$ cat src/rtl/ula_multiciclo.sv
// Multi-cycle ALU placed after the register bank.
// Single-cycle ops (ADD, SUB, AND, OR, PASS) finish through CONCLUI directly.
// MUL (16 shift-add steps) and shifts (one bit per cycle) iterate in EXECUTA.
// done/Hab_Escrita pulse for one cycle together with the new resultado/flags.
module ula_multiciclo #(
  parameter int bits_palavra = 16,
  parameter int bits_shamt   = 4
) (
  input  logic                    clock,
  input  logic                    reset,
  input  logic                    start,
  input  logic [2:0]              op,
  input  logic [bits_palavra-1:0] A,
  input  logic [bits_palavra-1:0] B,
  output logic                    busy,
  output logic                    done,
  output logic                    Hab_Escrita,
  output logic [bits_palavra-1:0] resultado,
  output logic                    flag_zero,
  output logic                    flag_carry
);

  localparam int W     = bits_palavra;
  localparam int CNT_W = $clog2(bits_palavra + 1);

  localparam logic [2:0] OP_ADD  = 3'b000;
  localparam logic [2:0] OP_SUB  = 3'b001;
  localparam logic [2:0] OP_AND  = 3'b010;
  localparam logic [2:0] OP_OR   = 3'b011;
  localparam logic [2:0] OP_MUL  = 3'b100;
  localparam logic [2:0] OP_SHL  = 3'b101;
  localparam logic [2:0] OP_SHR  = 3'b110;
  localparam logic [2:0] OP_PASS = 3'b111;

  typedef enum logic [1:0] {
    OCIOSO  = 2'd0,
    EXECUTA = 2'd1,
    CONCLUI = 2'd2
  } estado_t;

  estado_t            estado, proximo;
  logic [2:0]         op_reg;
  logic [W-1:0]       a_reg, b_reg;
  // MUL: high half is the partial sum, low half starts as the multiplier and
  // is shifted out as the product fills in. Shifts use only the low half.
  logic [2*W-1:0]     acc;
  logic               carry_desl;
  logic [CNT_W-1:0]   contador;
  logic [bits_shamt-1:0] shamt;
  logic [W:0]         final_calc;

  assign shamt       = B[bits_shamt-1:0];
  assign Hab_Escrita = done;

  // True when the operation must iterate in EXECUTA.
  function automatic logic precisa_iterar(input logic [2:0] o,
                                          input logic [bits_shamt-1:0] n);
    precisa_iterar = (o == OP_MUL) ||
                     (((o == OP_SHL) || (o == OP_SHR)) && (n != '0));
  endfunction

  // One shift-add multiply step: add multiplicand when multiplier LSB is set,
  // then shift the whole accumulator right by one (carry enters at the top).
  function automatic logic [2*W-1:0] passo_mul(input logic [2*W-1:0] ac,
                                               input logic [W-1:0] mcand);
    logic [W:0] soma;
    soma = {1'b0, ac[2*W-1:W]} + (ac[0] ? {1'b0, mcand} : {(W+1){1'b0}});
    passo_mul = {soma, ac[W-1:1]};
  endfunction

  // Final {carry, result} from the latched operands and the iteration state.
  function automatic logic [W:0] calc_final(input logic [2:0] o,
                                            input logic [W-1:0] a,
                                            input logic [W-1:0] b,
                                            input logic [2*W-1:0] ac,
                                            input logic cd);
    case (o)
      OP_ADD:  calc_final = {1'b0, a} + {1'b0, b};
      OP_SUB:  calc_final = {(a < b), a - b};
      OP_AND:  calc_final = {1'b0, a & b};
      OP_OR:   calc_final = {1'b0, a | b};
      OP_MUL:  calc_final = {(ac[2*W-1:W] != '0), ac[W-1:0]};
      OP_SHL,
      OP_SHR:  calc_final = {cd, ac[W-1:0]};
      default: calc_final = {1'b0, a};
    endcase
  endfunction

  assign final_calc = calc_final(op_reg, a_reg, b_reg, acc, carry_desl);

  // State register.
  always_ff @(posedge clock) begin
    if (reset) estado <= OCIOSO;
    else       estado <= proximo;
  end

  // Next-state logic and busy indication.
  always_comb begin
    proximo = estado;
    busy    = 1'b0;
    case (estado)
      OCIOSO: begin
        if (start) proximo = precisa_iterar(op, shamt) ? EXECUTA : CONCLUI;
      end
      EXECUTA: begin
        busy = 1'b1;
        if (contador == CNT_W'(1)) proximo = CONCLUI;
      end
      CONCLUI: proximo = OCIOSO;
      default: proximo = OCIOSO;
    endcase
  end

  // Operand latch, iteration datapath and registered outputs.
  always_ff @(posedge clock) begin
    if (reset) begin
      op_reg     <= '0;
      a_reg      <= '0;
      b_reg      <= '0;
      acc        <= '0;
      carry_desl <= 1'b0;
      contador   <= '0;
      done       <= 1'b0;
      resultado  <= '0;
      flag_zero  <= 1'b0;
      flag_carry <= 1'b0;
    end else begin
      done <= 1'b0;
      case (estado)
        OCIOSO: begin
          if (start) begin
            op_reg     <= op;
            a_reg      <= A;
            b_reg      <= B;
            carry_desl <= 1'b0;
            case (op)
              OP_MUL: begin
                acc      <= {{W{1'b0}}, B};
                contador <= CNT_W'(W);
              end
              OP_SHL, OP_SHR: begin
                acc      <= {{W{1'b0}}, A};
                contador <= CNT_W'(shamt);
              end
              default: begin
                acc      <= '0;
                contador <= '0;
              end
            endcase
          end
        end
        EXECUTA: begin
          contador <= contador - CNT_W'(1);
          case (op_reg)
            OP_MUL: acc <= passo_mul(acc, a_reg);
            OP_SHL: begin
              carry_desl   <= acc[W-1];
              acc[W-1:0]   <= {acc[W-2:0], 1'b0};
            end
            OP_SHR: begin
              carry_desl   <= acc[0];
              acc[W-1:0]   <= {1'b0, acc[W-1:1]};
            end
            default: acc <= acc;
          endcase
        end
        CONCLUI: begin
          resultado  <= final_calc[W-1:0];
          flag_carry <= final_calc[W];
          flag_zero  <= (final_calc[W-1:0] == '0);
          done       <= 1'b1;
        end
        default: done <= 1'b0;
      endcase
    end
  end

endmodule
$ cat config.mk
export PLATFORM = sky130hd
export DESIGN_NAME = ula_multiciclo
export DESIGN_NICKNAME = d
export VERILOG_FILES = /design/src/rtl/ula_multiciclo.sv
export SDC_FILE = /design/constraint.sdc
export NUM_CORES = 1
export LEC_CHECK = 0
export CAP_MARGIN = 40
export CORE_MARGIN = 5
export CORE_UTILIZATION = 60
export CTS_BUF_LIST = sky130_fd_sc_hd__clkbuf_16
export DETAILED_ROUTE_END_ITERATION = 7
export GPL_ROUTABILITY_DRIVEN = 0
export PLACE_DENSITY_LB_ADDON = 0.05
export SLEW_MARGIN = 20
export SYNTH_ARGS = -nofsm -noshare
export SYNTH_HDL_FRONTEND = slang
export SYNTH_SLANG_ARGS = --single-unit
$ cat constraint.sdc
create_clock -name clock -period 6.2 [get_ports clock]
set_input_delay 1.24 -clock clock [delete_from_list [all_inputs] [get_ports clock]]
set_output_delay 1.24 -clock clock [all_outputs]
set_load 0.005 [all_outputs]
# ---- After elaboration in Yosys (flattened, before gate mapping)
# Cells that the tools add are included.
# Widths: inputs -> output; s select.
dict set report totals {
  regBits 94
  output_inout_bits 21
  elab_cells 72
}
dict set report classes {
  n_eq_ne 17
  n_reduce_logical 17
  bitwise 2
  add_sub_neg 4
  muxes 19
  n_lt_le_gt_ge 1
}
# operator count
set op_table {}
lappend op_table {{$pmux 17 s6} 1}
lappend op_table {{$pmux 32 s2} 1}
lappend op_table {{$pmux 16 s3} 1}
lappend op_table {{$add 16x16->17} 2}
lappend op_table {{$mux 16} 2}
lappend op_table {{$mux 32} 1}
lappend op_table {{$pmux 16 s2} 1}
lappend op_table {{$pmux 5 s2} 2}
lappend op_table {{$eq 3x3->1 const B} 6}
lappend op_table {{$and 16x16->16} 1}
lappend op_table {{$logic_not 16->1} 1}
lappend op_table {{$lt 16x16->1} 1}
lappend op_table {{$or 16x16->16} 1}
lappend op_table {{$reduce_bool 16->1} 1}
lappend op_table {{$sub 16x16->16} 1}
lappend op_table {{$reduce_and 3->1} 3}
lappend op_table {{$eq 3x2->1 const B} 2}
lappend op_table {{$mux 2} 3}
lappend op_table {{$ne 2x2->1 const B} 3}
lappend op_table {{$reduce_and 2->1} 3}
lappend op_table {{$eq 5x1->1 const B} 1}
lappend op_table {{$mux 5} 1}
lappend op_table {{$sub 5x1->5 const B} 1}
lappend op_table {{$ne 4x2->1 const B} 1}
lappend op_table {{14 further kinds} 19}

# ---- Longest topological paths before layout
# Gate-level depths: netlist of the first run.
dict set report logic_depth {
  ltp_word 7
  ltp_mapped 14
}

# ---- Worst setup path after synthesis of the first run
# Ideal clock, no wire load.
dict set report synth_path {
  kind {reg2reg}
  start {register acc[0]}
  end {register acc[29]}
  setup_slack_ns 3.169
  period_less_slack_ns 3.031
  setup_time_ns 0.132
  t_arrival_ns 2.899
  stages_incl_launch_ff 15
  required_time_ns 6.068
  path_cell_list {dfxtp_1 > clkbuf_1 > and2_1 > ha_1 > fa_1 > a21oi_1 > o21bai_1 > a2111oi_0 > nor3_1 > a41o_1 > nor4_1 > o41ai_1 > xor2_1 > nand2_1 > a21oi_1}
}
dict set report synth_via {
  elab_chain_cells 4
}
# element line_no
set synth_rtl {}
lappend synth_rtl {{start, declared} 46} ;# logic [2*W-1:0] acc;
lappend synth_rtl {{start signal, assigned} 138} ;# acc <= {{W{1'b0}}, B};
lappend synth_rtl {{start signal, assigned} 142} ;# acc <= {{W{1'b0}}, A};
lappend synth_rtl {{start signal, assigned} 155} ;# OP_MUL: acc <= passo_mul(acc, a_reg);
lappend synth_rtl {{$mux 16} 67} ;# soma = {1'b0, ac[2*W-1:W]} + (ac[0] ? {1'b0, mcand} : {(W+1){1'b0}});
lappend synth_rtl {{$add 16x16->17} 67}
lappend synth_rtl {{$mux 16} 154} ;# case (op_reg)
lappend synth_rtl {{$pmux 32 s2} 129} ;# case (estado)
# Every way passes these cells. The select of a mux whose other input is x is not followed.
# A chain may end at the register's enable or synchronous reset.

# ---- Final worst setup path of the first run
dict set report layout_path {
  start {register estado[1]}
  end {output port busy}
}
dict set report layout_via {
  elab_chain_cells 2
}
# element line_no
set layout_rtl {}
lappend layout_rtl {{start, declared} 41} ;# estado_t estado, proximo;
lappend layout_rtl {{start signal, assigned} 94} ;# else estado <= proximo;
lappend layout_rtl {{$eq 2x1->1} 101} ;# case (estado)
lappend layout_rtl {{$mux 1} 101}
lappend layout_rtl {{end, declared} 15} ;# output logic busy,
# Every way passes these cells.

==> results of run 1 <==
layer usage:
layer / GRT usage / routed length (um)
met1: 0.424 / 9870
met2: 0.432 / 8990
met3: 0.0559 / 1990
met4: 0.126 / 678
met5: 0 / 0
power groups by stage:
stage,Combinational [W],Sequential (W),Clock (W)
floorplan,0.000373,0.000685,0
global placement,0.000497,0.000705,0
detailed placement,0.000506,0.000707,0
CTS,0.000509,0.000693,0.000572
global route,0.000571,0.000700,0.000591
finish,0.000523,0.000695,0.000570
cell usage in the layout, fill, tap and decap left out, types with 5 or more instances in the layout:
| master | n |
|---|---|
| a211oi_1 | 24 |
| a21o_1 | 7 |
| a21oi_1 | 131 |
| a221oi_1 | 6 |
| a2bb2oi_1 | 8 |
| a31oi_1 | 9 |
| and2_1 | 21 |
| buf_4 | 11 |
| clkbuf_16 | 9 |
| clkdlybuf4s50_1 | 57 |
| dfxtp_1 | 94 |
| ha_1 | 70 |
| inv_1 | 53 |
| mux2i_1 | 17 |
| nand2_1 | 138 |
| nand2b_1 | 11 |
| nand3_1 | 38 |
| nand4_1 | 5 |
| nor2_1 | 92 |
| nor2b_1 | 9 |
| nor3_1 | 23 |
| nor4_1 | 8 |
| o21a_1 | 8 |
| o21ai_0 | 38 |
| o21bai_1 | 10 |
| or3_1 | 6 |
| xnor2_1 | 11 |
| xor2_1 | 8 |
final cells by class:
class	instances	area, sq um
clock inverter	6	63.8
fill	1061	3750
inverter	55	206
sequential	94	1880
timing repair buffer	72	708
multi-input combinational	796	5060
tap	168	210
clock buffer	9	225
cells by family after synthesis:
logic type / share of synthesized area
xor+xnor: 0.0223
mux: 0.0274
flops: 0.252
compound gates: 0.275
fa+ha+maj: 0.126
simple gates: 0.229
buf+inv: 0.0690
per-stage QoR:
step | setup slack (ns) | cell area [sq um] | hold slack [ns]
6_report | 2.57 | 8360 | 0.453
5_1_grt | 2.43 | 8360 | 0.475
4_1_cts | 2.61 | 8360 | 0.456
3_5_place_dp | 2.75 | 8070 | 0.446
3_3_place_gp | 2.82 | 8000 | 0.442
2_1_floorplan | 3.17 | 7450 | 0.453
how the worst max path moves through the flow:
stage,from,to,slack [ns],cells after the start
floorplan,acc[0]$_SDFFE_PP0P_,acc[29]$_SDFFE_PP0P_,3.17,14
global placement,reset,flag_zero$_SDFFE_PP0P_,2.82,9
detailed placement,acc[0]$_SDFFE_PP0P_,acc[29]$_SDFFE_PP0P_,2.75,13
CTS,estado[1]$_SDFFE_PP0P_,busy,2.61,3
global route,estado[1]$_SDFFE_PP0P_,busy,2.43,3
finish,estado[1]$_SDFFE_PP0P_,busy,2.57,3
worst min-delay path, stage by stage, from the launching register on:
cell	delay (ns)
dfxtp_1	0.31
nand2_1	0.05
a21oi_1	0.05
==> impl_metrics.env, run 1 <==
export IMPL_grt_overflow=0
export IMPL_place_inst=1185
export IMPL_required_ns=4.96
export IMPL_final_core_util=0.690
export IMPL_rsz0062_at_grt="false"
export IMPL_top_register="acc"
export IMPL_yosysWarnings=0
export IMPL_ioPinCount=59
export IMPL_finalHoldViolCount=0
export IMPL_grt_pass1_wl_um=35000
export IMPL_arrival_ns=2.39
export IMPL_synth_area_leader_cell="dfxtp_1"
export IMPL_cts_hold_buf=0
export IMPL_initial_utilization=0.615
export IMPL_drv_cap=0
export IMPL_total_leakage_power_nw=3.38
export IMPL_core_area_sq_um=12100
export IMPL_cts_max_level=3
export IMPL_combPwrFrac=0.292
export IMPL_grt_pass1_vias=6858
export IMPL_worst_path_buf_inv=2
export IMPL_r2r_start="acc[0]$_SDFFE_PP0P_"
export IMPL_pwr_share_clk=0.319
export IMPL_finalPower_w=0.00179
export IMPL_cp_top_family="buffers and inverters"
export IMPL_reg2regPathDepth=13
export IMPL_clock_skew_ns=0.0111
export IMPL_r2r_slack_ns=2.72
export IMPL_cts_setup_buffers=0
export IMPL_antenna_found_initial=0
export IMPL_worstHoldStart="resultado[14]$_SDFFE_PP0P_"
export IMPL_worst_hold_path_type="flip-flop to flip-flop"
export IMPL_grt_usage=0.296
export IMPL_clock_sinks=94
export IMPL_critPathKind="flip-flop to primary output"
export IMPL_grt_max_degree=75
export IMPL_ys_seq_area_frac=0.252
export IMPL_fin_tns_setup_ns=0
export IMPL_cts_root_buffer="clkbuf_16"
export IMPL_fin_cells=1200
export IMPL_netlist_area_sq_um=7450
export IMPL_synth_edf_count=0
export IMPL_cts_repair_resized=0
export IMPL_worstPathCellList="nand2b_1 -> inv_1 -> clkdlybuf4s50_1"
export IMPL_period_minus_slack_ns=3.63
export IMPL_sequentialPowerShare=0.389
export IMPL_synth_cell_type_count=82
export IMPL_hold_end="resultado[14]$_SDFFE_PP0P_"
export IMPL_ir_drop_v=0.000175
export IMPL_wl_per_cell_um=17.9
export IMPL_intPower_w=0.00116
export IMPL_drc=0
export IMPL_synth_top_flop_cell="dfxtp_1"
export IMPL_whs_path_depth=2
export IMPL_cts_tree="done"
export IMPL_power_density_nw_per_um2=214
export IMPL_startpoint_type="flip-flop"
export IMPL_antenna_cells=0
export IMPL_firstDrtPassIters=7
export IMPL_ant_nets=0
export IMPL_syn_num_nets=1121
export IMPL_syn_to_final_growth_pct=12.2
export IMPL_die_area_sq_um=14800
export IMPL_die_height_um=121
export IMPL_fin_crit_sh=0.585
export IMPL_synthTopCellsByCount="nand2_1 (139), a21oi_1 (131), dfxtp_1 (94)"
export IMPL_synth_top_cells_by_area="dfxtp_1 (25%), ha_1 (12%), a21oi_1 (8.8%), nand2_1 (7.0%), nor2_1 (4.6%)"
export IMPL_dpl_hpwl_um=15800
export IMPL_relSlewSlack=0.433
export IMPL_layout_nets=1139
export IMPL_synth_top_area_share=0.252
export IMPL_numPortBuffers=58
export IMPL_fmax_mhz=276
export IMPL_routed_wl_um=21500
export IMPL_worstMarginPinSlew_ns=0.847
export IMPL_cts_buffer_depth=2
export IMPL_avgSynthCellArea_sq_um=7.38
export IMPL_drive_above_1_share=0.0591
export IMPL_first_iter_violations=739
export IMPL_crit_fanout=19
export IMPL_status="finished clean"
export IMPL_vias_per_cell=6.18
export IMPL_p_sw_w=0.000627
export IMPL_end_kind="primary output"
export IMPL_synth_seq_cells=94
export IMPL_yosysMostFrequentCell="nand2_1"
export IMPL_finalMaxSlewViolations=0
export IMPL_setup_viol=0
export IMPL_path_clk_slew_ns=0.08
export IMPL_worstSkewPairLatency_ns=0.36
export IMPL_vias=7417
export IMPL_timing_rr_end="acc[29]$_SDFFE_PP0P_"
export IMPL_postSynth_asyncResetShare=0
export IMPL_cts_buffers=9
export IMPL_largest_reg_flops=32
export IMPL_fp_row_count=40
export IMPL_synthCells=1010
export IMPL_switching_share=0.351
export IMPL_slowest_delay_ns=0.65
export IMPL_crit_slowest_cell="nand2b_1"
export IMPL_dieWidth_um=121
Note: power is estimated with default switching activity, not from simulation.
==> inputs of run 2 (changes only) <==
--- a/config.mk
+++ b/config.mk
@@ -7,7 +7,7 @@
 export LEC_CHECK = 0
 export CAP_MARGIN = 40
 export CORE_MARGIN = 5
-export CORE_UTILIZATION = 60
+export CORE_UTILIZATION = 54
 export CTS_BUF_LIST = sky130_fd_sc_hd__clkbuf_16
 export DETAILED_ROUTE_END_ITERATION = 7
 export GPL_ROUTABILITY_DRIVEN = 0
==> constraint.sdc (replaced) <==
create_clock -name clock -period 3.25 [get_ports clock]
set_input_delay 0.65 -clock clock [delete_from_list [all_inputs] [get_ports clock]]
set_output_delay 0.65 -clock clock [all_outputs]
set_load 0.005 [all_outputs]
==> run 2 against run 1 <==
Critical path depth is 9 higher. Clock skew shrank 0.0041 ns. Largest power group unchanged. Final cell count grew 5.3%. Largest cell class unchanged. Register-to-register slack worse by 2.5 ns. Sequential cell count stayed put. Setup slack worse by 2.4 ns. Global-route usage decreased by 1.5 points. Sequential power increased by 88%.
==> impl_metrics.env, run 2 (same netlist as run 1, synthesis figures left out) <==
export IMPL_cts_max_level=3
export IMPL_worstPathCellList="inv_1 -> ha_1 -> a21oi_2 -> o31a_4 -> nor2_4 -> o311ai_2 -> a21oi_2 -> a2111o_1 -> o221ai_1 -> o221ai_2 -> a2111o_1 -> o21ai_2"
export IMPL_vias_per_cell=5.96
export IMPL_finalHoldViolCount=0
export IMPL_worstMarginPinSlew_ns=0.810
export IMPL_required_ns=3.55
export IMPL_ir_drop_v=0.000284
export IMPL_relSlewSlack=0.458
export IMPL_setup_viol=0
export IMPL_drive_above_1_share=0.117
export IMPL_numPortBuffers=58
export IMPL_syn_to_final_growth_pct=18.5
export IMPL_r2r_slack_ns=0.18
export IMPL_cts_buffer_depth=2
export IMPL_cts_tree="done"
export IMPL_intPower_w=0.00228
export IMPL_power_density_nw_per_um2=397
export IMPL_p_sw_w=0.00123
export IMPL_vias=7528
export IMPL_routed_wl_um=23200
export IMPL_grt_pass1_wl_um=36600
export IMPL_arrival_ns=3.37
export IMPL_switching_share=0.350
export IMPL_postLayoutCellArea_sq_um=8840
export IMPL_worst_hold_path_type="flip-flop to flip-flop"
export IMPL_clock_sinks=94
export IMPL_end_kind="flip-flop"
export IMPL_crit_slowest_cell="ha_1"
export IMPL_grt_overflow=0
export IMPL_top_register="acc"
export IMPL_crit_fanout=8
export IMPL_largest_reg_flops=32
export IMPL_grt_pass1_vias=6665
export IMPL_combPwrFrac=0.316
export IMPL_pwr_share_clk=0.312
export IMPL_layout_nets=1189
export IMPL_wl_per_cell_um=18.4
export IMPL_die_area_sq_um=16300
export IMPL_firstDrtPassIters=5
export IMPL_period_minus_slack_ns=3.07
export IMPL_dieWidth_um=127
export IMPL_dpl_hpwl_um=17700
export IMPL_fmax_mhz=326
export IMPL_status="finished clean"
export IMPL_cts_root_buffer="clkbuf_16"
export IMPL_layout_common_cells="nand2_1 (138), a21oi_1 (130), nor2_1 (92)"
export IMPL_grt_max_degree=61
export IMPL_initial_utilization=0.543
export IMPL_final_common_cell="nand2_1"
export IMPL_die_height_um=127
export IMPL_path_clk_slew_ns=0.07
export IMPL_fp_row_count=43
export IMPL_sequentialPowerShare=0.372
export IMPL_critPathKind="flip-flop to flip-flop"
export IMPL_finalMaxSlewViolations=0
export IMPL_placed_cell_area_sq_um=8440
export IMPL_clock_skew_ns=0.00704
export IMPL_grt_usage=0.282
export IMPL_finalPower_w=0.00351
export IMPL_ant_nets=0
export IMPL_drc=0
export IMPL_total_leakage_power_nw=3.65
export IMPL_fin_crit_sh=0.944
export IMPL_antenna_found_initial=0
export IMPL_holdWs_ns=0.454
export IMPL_core_area_sq_um=13700
export IMPL_drv_cap=0
export IMPL_startpoint_type="flip-flop"
export IMPL_worstSkewPairLatency_ns=0.36
export IMPL_ioPinCount=59
export IMPL_first_iter_violations=736
export IMPL_slowest_delay_ns=0.44
export IMPL_cts_buffers=9
-- run 2: layout make-up --
cell class | instances | area, sq um
clock buffers | 9 | 225
inverters | 55 | 206
flip-flops and latches | 94 | 1890
clock inverters | 7 | 66.3
diodes | 1 | 2.50
well taps | 180 | 225
multi-input cells | 796 | 5140
repair buffers | 122 | 1080
fillers | 1239 | 4880
-- run 2: worst paths after layout --
| path | cells past startpoint | to | startpoint |
|---|---|---|---|
| max reg2reg | 12 | flag_zero$_SDFFE_PP0P_ | a_reg[4]$_SDFFE_PP0P_ |
| max | 12 | flag_zero$_SDFFE_PP0P_ | a_reg[4]$_SDFFE_PP0P_ |
| min reg2reg | 2 | resultado[3]$_SDFFE_PP0P_ | resultado[3]$_SDFFE_PP0P_ |
| min | 2 | resultado[3]$_SDFFE_PP0P_ | resultado[3]$_SDFFE_PP0P_ |
-- run 2: worst max-delay path, delay by kind of cell, from the launching register on --
kind,cells,cell delay (ns)
simple gates,1,0.05
buf+inv,1,0.09
flops,1,0.33
fa+ha+maj,1,0.44
compound gates,9,2.09
-- run 2: per-stage QoR --
step / instances / util / setup TNS [ns] / setup WS, ns
floorplan: 1010 / - / 0 / 0.219
global placement: 1244 / 0.613 / 0 / 0.0958
detailed placement: 1246 / 0.615 / -0.0171 / -0.0171
CTS: 1262 / 0.637 / 0 / 0.00335
global route: 1263 / 0.644 / -0.0235 / -0.0190
finish: 1264 / 0.644 / 0 / 0.181
-- run 2: power by group through the flow --
stage          clock network (W)  logic (W)  registers (W)
5_1_grt                  0.00114    0.00121        0.00132
6_report                 0.00110    0.00111        0.00131
3_3_place_gp                   0    0.00105        0.00133
2_1_floorplan                  0   0.000712        0.00131
4_1_cts                  0.00109    0.00107        0.00130
3_5_place_dp                   0    0.00106        0.00133
-- run 2: timing repair --
action | in CTS | in global routing
endpoints found under the setup margin | 1 | 5
setup buffers | 0 | 1
pin swaps | 0 | 8
resized for setup | 1 | 23
hold buffers | 0 | 0
-- run 2: metal layers --
layer	routed length, um	GRT usage	share of wire
met1	11100	0.438	0.48
met2	9650	0.406	0.42
met3	2020	0.0422	0.087
met4	400	0.0656	0.017
met5	0	0	0
==> inputs of run 3 (changes only) <==
--- a/config.mk
+++ b/config.mk
@@ -7,11 +7,12 @@
 export LEC_CHECK = 0
 export CAP_MARGIN = 40
 export CORE_MARGIN = 5
-export CORE_UTILIZATION = 54
+export CORE_UTILIZATION = 60
 export CTS_BUF_LIST = sky130_fd_sc_hd__clkbuf_16
 export DETAILED_ROUTE_END_ITERATION = 7
 export GPL_ROUTABILITY_DRIVEN = 0
 export PLACE_DENSITY_LB_ADDON = 0.05
+export REMOVE_ABC_BUFFERS = 1
 export SLEW_MARGIN = 20
 export SYNTH_ARGS = -nofsm -noshare
 export SYNTH_HDL_FRONTEND = slang
==> constraint.sdc (replaced) <==
create_clock -name clock -period 3.6 [get_ports clock]
set_input_delay 0.72 -clock clock [delete_from_list [all_inputs] [get_ports clock]]
set_output_delay 0.72 -clock clock [all_outputs]
set_load 0.005 [all_outputs]
==> run 3 against run 2 <==
Hold slack improved by 0.0020 ns. Die area decreased by 9.2%. Maximum frequency decreased by 9.3%. Register-to-register slack improved by 0.04 ns. Count of clock-buffer cells in the layout unchanged. Combinational power decreased by 16%. Final cell count decreased by 3.6%. Core utilization increased by 5.6 points. Cell area decreased by 4.0%. Critical path type unchanged.
==> impl_metrics.env, run 3 (same netlist as run 1, synthesis figures left out) <==
export IMPL_drc=0
export IMPL_worstSkewPairLatency_ns=0.36
export IMPL_slowest_delay_ns=0.47
export IMPL_first_iter_violations=865
export IMPL_grt_max_degree=75
export IMPL_arrival_ns=3.68
export IMPL_die_height_um=121
export IMPL_fin_cells=1219
export IMPL_initial_utilization=0.615
export IMPL_crit_fanout=5
export IMPL_status="finished clean"
export IMPL_worstMarginPinSlew_ns=0.807
export IMPL_period_minus_slack_ns=3.38
export IMPL_cts_root_buffer="clkbuf_16"
export IMPL_path_clk_slew_ns=0.07
export IMPL_syn_to_final_growth_pct=13.7
export IMPL_vias_per_cell=6.27
export IMPL_numPortBuffers=58
export IMPL_drive_above_1_share=0.0752
export IMPL_ant_nets=0
export IMPL_cts_buffers=9
export IMPL_finalPower_w=0.00307
export IMPL_n_fill_cell=1081
export IMPL_wl_per_cell_um=18.3
export IMPL_fin_tns_setup_ns=0
export IMPL_grt_pass1_vias=6973
export IMPL_top_register="acc"
export IMPL_layout_nets=1159
export IMPL_fin_crit_sh=0.940
export IMPL_grt_usage=0.302
export IMPL_crit_slowest_cell="fa_1"
export IMPL_ir_drop_v=0.000320
export IMPL_largest_reg_flops=32
export IMPL_end_kind="flip-flop"
export IMPL_clock_skew_ns=0.00909
export IMPL_worst_hold_path_type="flip-flop to flip-flop"
export IMPL_fmax_mhz=296
export IMPL_cts_max_level=3
export IMPL_total_leakage_power_nw=3.47
export IMPL_holdWs_ns=0.456
export IMPL_power_density_nw_per_um2=362
export IMPL_ioPinCount=59
export IMPL_critPathKind="flip-flop to flip-flop"
export IMPL_layout_common_cells="nand2_1 (138), a21oi_1 (131), dfxtp_1 (94)"
export IMPL_firstDrtPassIters=7
export IMPL_grt_pass1_wl_um=35700
export IMPL_fp_row_count=40
export IMPL_routed_wl_um=22300
export IMPL_cp_top_family="compound AO/OA/AOI/OAI gates"
export IMPL_antenna_found_initial=0
export IMPL_place_inst=1205
export IMPL_final_common_cell="nand2_1"
export IMPL_die_area_sq_um=14800
export IMPL_setup_viol=0
export IMPL_cts_tree="done"
export IMPL_startpoint_type="flip-flop"
export IMPL_antenna_cells=0
export IMPL_dpl_hpwl_um=16400
export IMPL_cts_setup_buffers=0
export IMPL_rsz0062_at_grt="false"
export IMPL_finalHoldViolCount=0
export IMPL_core_area_sq_um=12100
export IMPL_postLayoutCellArea_sq_um=8480
export IMPL_grt_overflow=0
export IMPL_vias=7648
export IMPL_relSlewSlack=0.460
export IMPL_worst_path_buf_inv=2
export IMPL_drv_cap=0
export IMPL_required_ns=3.90
export IMPL_cts_buffer_depth=2
export IMPL_dieWidth_um=121
export IMPL_clock_sinks=94
export IMPL_finalMaxSlewViolations=0
export IMPL_placed_cell_area_sq_um=8190
export IMPL_worstPathCellList="ha_1 -> inv_1 -> fa_1 -> inv_1 -> mux4_2 -> o21ai_1 -> nand4_1 -> a211oi_1 -> nand4_1 -> a2111o_1 -> a2111o_1 -> o21ai_2"
run 3: layout make-up:
class	count	area, sq um	area share
Clock inverter	5	53.8	0.00634
Timing Repair Buffer	92	835	0.0984
Inverter	55	206	0.0243
Clock buffer	9	225	0.0266
Multi-Input combinational cell	796	5070	0.598
Sequential cell	94	1880	0.222
Tap cell	168	210	0.0248
run 3: power breakdown:
part           switching [W]  internal, W  leakage (nW)
logic               0.000559     0.000378          2.57
clock network       0.000424     0.000527         0.135
registers          0.0000751      0.00111         0.768
run 3: routing by layer:
layer / track usage / share of wire / up-vias
met4: 0.134 / 0.040 / 0
met1: 0.394 / 0.41 / 3543
met2: 0.484 / 0.46 / 406
met3: 0.0564 / 0.092 / 62
li1: - / - / 3637
met5: 0 / 0 / -
run 3: metrics by stage:
| stage | utilization | setup slack [ns] |
|---|---|---|
| finish | 0.700 | 0.217 |
| global route | 0.700 | 0.0609 |
| CTS | 0.700 | 0.267 |
| detailed placement | 0.677 | 0.282 |
| global placement | 0.675 | 0.362 |
| floorplan | - | 0.589 |
run 3: worst paths after layout:
check | from | to | slack [ns] | cells after the start
worst max-delay path | a_reg[0]$_SDFFE_PP0P_ | flag_zero$_SDFFE_PP0P_ | 0.22 | 12
worst min-delay path | resultado[4]$_SDFFE_PP0P_ | resultado[4]$_SDFFE_PP0P_ | 0.46 | 2
worst max register to register | a_reg[0]$_SDFFE_PP0P_ | flag_zero$_SDFFE_PP0P_ | 0.22 | 12
worst min register to register | resultado[4]$_SDFFE_PP0P_ | resultado[4]$_SDFFE_PP0P_ | 0.46 | 2
run 3: timing repair:
| item | 4_1_cts | 5_1_grt |
|---|---|---|
| resized for setup | 0 | 1 |
| endpoints found under the setup margin | 0 | 1 |
| hold buffers | 0 | 0 |
run 3: worst reg2reg max path, cell delays in order (launching register included):
cell      delay (ns)
dfxtp_1         0.41
ha_1            0.27
inv_1           0.08
fa_1            0.47
inv_1           0.04
mux4_2          0.45
o21ai_1         0.24
nand4_1         0.13
a211oi_1        0.23
nand4_1         0.16
a2111o_1        0.39
a2111o_1        0.36
o21ai_2         0.11
